--- src/rtl/note_playback.sv ---
// Note playback sequencer: fetches entries from a recording memory and holds each one
// on note_out/octave_out for its duration in ticks. Optionally loops the recording.
module note_playback #(
    parameter int ADDR_W = 6,
    parameter int DUR_W  = 8
) (
    input  logic              clk,
    input  logic              rst,
    input  logic              tick,
    input  logic              start,
    input  logic              stop,
    input  logic              loop_en,
    input  logic [ADDR_W:0]   rec_len,
    output logic              mem_rd,
    output logic [ADDR_W-1:0] mem_addr,
    input  logic [DUR_W+9:0]  mem_data,
    output logic [6:0]        note_out,
    output logic [2:0]        octave_out,
    output logic              playing,
    output logic              done
);

    typedef enum logic [2:0] {
        IDLE,
        FETCH,
        WAIT,
        PLAY,
        DONE
    } state_t;

    state_t            state, state_d;
    logic [ADDR_W:0]   ptr, ptr_d;
    logic [ADDR_W:0]   len, len_d;
    logic [ADDR_W:0]   ptr_inc;
    logic [DUR_W-1:0]  cnt, cnt_d;
    logic [6:0]        note_d;
    logic [2:0]        oct_d;
    logic              end_step;
    logic              last_entry;

    logic [6:0]        entry_note;
    logic [2:0]        entry_oct;
    logic [DUR_W-1:0]  entry_dur;

    assign entry_note = mem_data[DUR_W+9:DUR_W+3];
    assign entry_oct  = mem_data[DUR_W+2:DUR_W];
    assign entry_dur  = mem_data[DUR_W-1:0];

    // One bit wider than the address so a full 2^ADDR_W recording compares correctly.
    assign ptr_inc    = ptr + (ADDR_W+1)'(1);
    assign last_entry = !(ptr_inc < len);
    assign mem_addr   = ptr[ADDR_W-1:0];

    always_comb begin
        // NOTE: every signal gets a default first, so no path through the case leaves one unassigned (no latch).
        state_d  = state;
        ptr_d    = ptr;
        len_d    = len;
        cnt_d    = cnt;
        note_d   = note_out;
        oct_d    = octave_out;
        end_step = 1'b0;
        mem_rd   = 1'b0;
        playing  = 1'b1;
        done     = 1'b0;

        case (state)
            IDLE: begin
                playing = 1'b0;
                if (start && !stop) begin
                    len_d   = rec_len;
                    ptr_d   = '0;
                    state_d = (rec_len == '0) ? DONE : FETCH;
                end
            end
            FETCH: begin
                mem_rd  = 1'b1;
                state_d = WAIT;
            end
            WAIT: begin
                if (entry_dur != '0) begin
                    cnt_d   = entry_dur;
                    note_d  = entry_note;
                    oct_d   = entry_oct;
                    state_d = PLAY;
                end else begin
                    end_step = 1'b1;
                end
            end
            PLAY: begin
                // The tick that reaches zero ends the entry; the exit happens one edge later.
                if (cnt == '0) begin
                    end_step = 1'b1;
                end else if (tick) begin
                    cnt_d = cnt - (DUR_W)'(1);
                end
            end
            DONE: begin
                playing = 1'b0;
                done    = 1'b1;
                state_d = IDLE;
            end
            default: state_d = IDLE;
        endcase

        if (end_step) begin
            if (!last_entry) begin
                ptr_d   = ptr_inc;
                state_d = FETCH;
            end else if (loop_en) begin
                ptr_d   = '0;
                state_d = FETCH;
            end else begin
                state_d = DONE;
            end
        end

        // Abort wins over any end-of-entry step and leaves the last octave in place.
        if (stop && state != IDLE) begin
            state_d = IDLE;
            oct_d   = octave_out;
        end

        // Silence whenever playback is over; between entries the previous notes keep sounding.
        if (state_d inside {IDLE, DONE}) begin
            note_d = '0;
        end
    end

    // NOTE: state registers use non-blocking assignments so every flop samples pre-edge values.
    always_ff @(posedge clk) begin
        if (rst) begin
            state      <= IDLE;
            ptr        <= '0;
            len        <= '0;
            cnt        <= '0;
            note_out   <= '0;
            octave_out <= '0;
        end else begin
            state      <= state_d;
            ptr        <= ptr_d;
            len        <= len_d;
            cnt        <= cnt_d;
            note_out   <= note_d;
            octave_out <= oct_d;
        end
    end

endmodule

--- config.mk ---
export PLATFORM = sky130hd
export DESIGN_NAME = note_playback
export DESIGN_NICKNAME = d
export VERILOG_FILES = /design/src/rtl/note_playback.sv
export SDC_FILE = /design/constraint.sdc
export NUM_CORES = 1
export LEC_CHECK = 0
export ABC_AREA = 1
export CAP_MARGIN = 10
export CORE_UTILIZATION = 50
export DETAILED_ROUTE_END_ITERATION = 12
export PLACE_DENSITY_LB_ADDON = 0.3
export RECOVER_POWER = 25
export SLEW_MARGIN = 20
export SYNTH_ARGS = -nofsm -noshare
export SYNTH_HDL_FRONTEND = slang
export SYNTH_SLANG_ARGS = --single-unit
--- constraint.sdc ---
create_clock -name clk -period 2.6 [get_ports clk]
set_clock_uncertainty 0.05 [all_clocks]
set_input_delay 0.78 -clock clk [delete_from_list [all_inputs] [get_ports clk]]
set_output_delay 0.78 -clock clk [all_outputs]
set_load 0.01 [all_outputs]
==> out/results.txt <==
Net Sw Frac: 32.2%
ys flop type: dfxtp_1
postcts setup bufs: 0
max_slew headroom: 64.3%
Leakage: 1.17 nW
Iter 0 DRT Violations: 164
DR vias/cell: 5.04
Worst Tran Pin Value: 0.534 ns
pwr dens: 508 mW/mm^2
Slew Viols, Final: 0
Synth cell types: 30
Clk Latency, worst-skew pair: 0.28 ns
yosys warns: 0
first-pass GRT wire length: 7780 um
Starting Density: 52.2%
fraction of layout cells with a size suffix above 1: 9.43%
# IOs: 50
post-synthesis sequential area ratio: 33.5%
final core utilization: 65.8%
Pint: 0.000907 W
post-synth top area share: 33.5%
CP Buf/Inv Count: 1
Comb pwr share: 27.3%
Yosys top cell by area: dfxtp_1
flops & latches, synth: 35
CP max FO: 8
chip width: 66.6 um
IO Port Bufs: 49
CTS buffer count: 5
Clock power frac: 28.4%
core box area: 0.00400 sq mm
Power Total: 0.00134 W
Tot GR Track Use: 22.9%
critical path's top delay family: simple AND/OR/NAND/NOR gates
CTS Hold Bufs: 0
startpoint types: register
max-cap violations: 0
Most common cell on crit path: nand2_1
Mapped Cells: 305
number of antenna-violating nets in the routed design: 0
reg2reg setup slack: 0.19 ns
initial antenna violation count: 0
Chip Height: 66.6 um
syn nets: 346
Fin. Hold Viols: 0
non-filler instance count after layout: 400
root buffer cell: clkbuf_8
Tcrit/Tclk final: 92.6%
CTS tree: built
switching pwr: 0.000430 W
final setup TNS: 0 ns
synth top area cells: dfxtp_1, nand2_1, a21oi_1
worst path required time: 2.75 ns
pin count of the biggest net entering global routing: 22
area of the mapped netlist: 0.00209 sq mm
Slowest cell on crit path: dfxtp_1
routed len/inst: 11.4 um
Clock transition at path regs: 0.07 ns
GRT overflow: 0
Setup violations, final: 0
Worst VDD drop: 0.000317 V
area grow syn2layout: 26.0%
sequential share of power: 44.3%
most common cell in the netlist: nand2_1
DIE AREA: 0.00444 sq mm
unrepaired setup endpoints after global routing: false
vias in the first global route: 1841
Async SR Flop Fraction: 0%
NumNets Final: 390
crit path time final: 2.41 ns
Placed Cells: 392
total number of H-tree levels: 2
total wire length: 4580 um
status: finished, final reports clean
drt pass-1 iters: 4
delay of the slowest critical-path stage: 0.47 ns
hpwl dp: 3420 um
worst hold slack: 0.412 ns
# DRC: 0
CTS-repair resized insts: 0
Hold WC Path Type: reg -> reg
number of flops mapped to enable cells by yosys: 0
critical-path cell list: ha_1 > nand3_1 > nor2_1 > nand2_1 > xor2_1 > inv_1 > ha_1 > nand2_1 > a21oi_1 > nor2_1 > nand2_1 > nand3b_1 > nand3_2 > a21oi_1
Clock Sinks: 35
ant diodes: 0
worst path arrival time: 2.56 ns
FMAX: 415 MHz
Synth top cells by count: nand2_1, inv_1, dfxtp_1, a21oi_1, nor2_1
crit path capture type: register
critical setup path kind: reg -> reg
total number of vias: 2016
Placer Congestion: 0.845
Syn Area/Cell: 6.85 sq um
num rows: 23
clock buffer depth: 2
[cell type report]
type                       count  area [sq um]
timing repair buffer          51           505
tap                           50          62.6
multi-input combinational    209          1110
inverter                      47           176
sequential                    35           701
clock inverter                 1          5.00
clock buffer                   7          76.3
fill                         355          1370
[per-stage QoR]
| stage | instance area, sq um | setup WS [ns] |
|---|---|---|
| global placement | 2560 | 0.124 |
| global route | 2630 | 0.0182 |
| detailed placement | 2560 | 0.0939 |
| finish | 2630 | 0.192 |
| CTS | 2640 | 0.211 |
| floorplan | 2090 | 0.545 |
[routing by layer]
metal	up-vias	routed length (um)	global-route usage, %
met5	-	0	0
met4	0	57	7.18
met3	5	189	5.14
met2	47	2310	40.8
met1	907	2020	26.7
li1	1057	-	-
[power by group through the flow]
stage	Clock, W	Combinational, W	Sequential, W
2_1_floorplan	0	0.000245	0.000604
3_3_place_gp	0	0.000358	0.000604
3_5_place_dp	0	0.000366	0.000604
4_1_cts	0.000390	0.000368	0.000592
5_1_grt	0.000413	0.000412	0.000596
6_report	0.000380	0.000365	0.000592
[cell usage in the layout (no fill, tap or decap), drive strengths merged]
cell            n
nand3          21
xnor2           1
a31oi           1
clkdlybuf4s50  39
dlygate4sd3    10
o22ai           1
clkinv          1
ha             10
buf             2
o31ai           1
o211ai          1
a21oi          32
nand2          69
clkbuf          7
nand4           7
o21ai          21
dfxtp          35
nor3            3
xor2            5
nor2           35
nand3b          1
inv            47
[logic make-up (layout without fill, tap and decap cells)]
logic type | count (synthesis) | in the layout | share of synthesized area (%)
AND/OR/NAND/NOR | 136 | 136 | 30.4
buffers and inverters | 61 | 106 | 13.2
AO/OA/AOI/OAI | 57 | 57 | 14.4
flip-flops | 35 | 35 | 33.5
adder cells (fa/ha/maj) | 10 | 10 | 5.99
XOR/XNOR | 6 | 6 | 2.51
[worst min-delay path, delay by kind of cell, from the launching register on]
kind / cells / cell delay (ns)
AOI/OAI and AO/OA: 1 / 0.06
DFF: 1 / 0.30
buffers and inverters: 1 / 0.06
[sequential cells by signal, indices dropped and copies added (netlist names)]
signal / cells
ptr: 7
note_out: 7
state: 3
len: 7
octave_out: 3
cnt: 8
[final timing paths]
check / start / end / cells after the start
setup reg to reg: ptr[0] / note_out[6] / 14
hold reg to reg: len[3] / len[3] / 2
hold / removal: len[3] / len[3] / 2
setup / recovery: ptr[0] / note_out[6] / 14
Power figures use the tool's default switching activity.
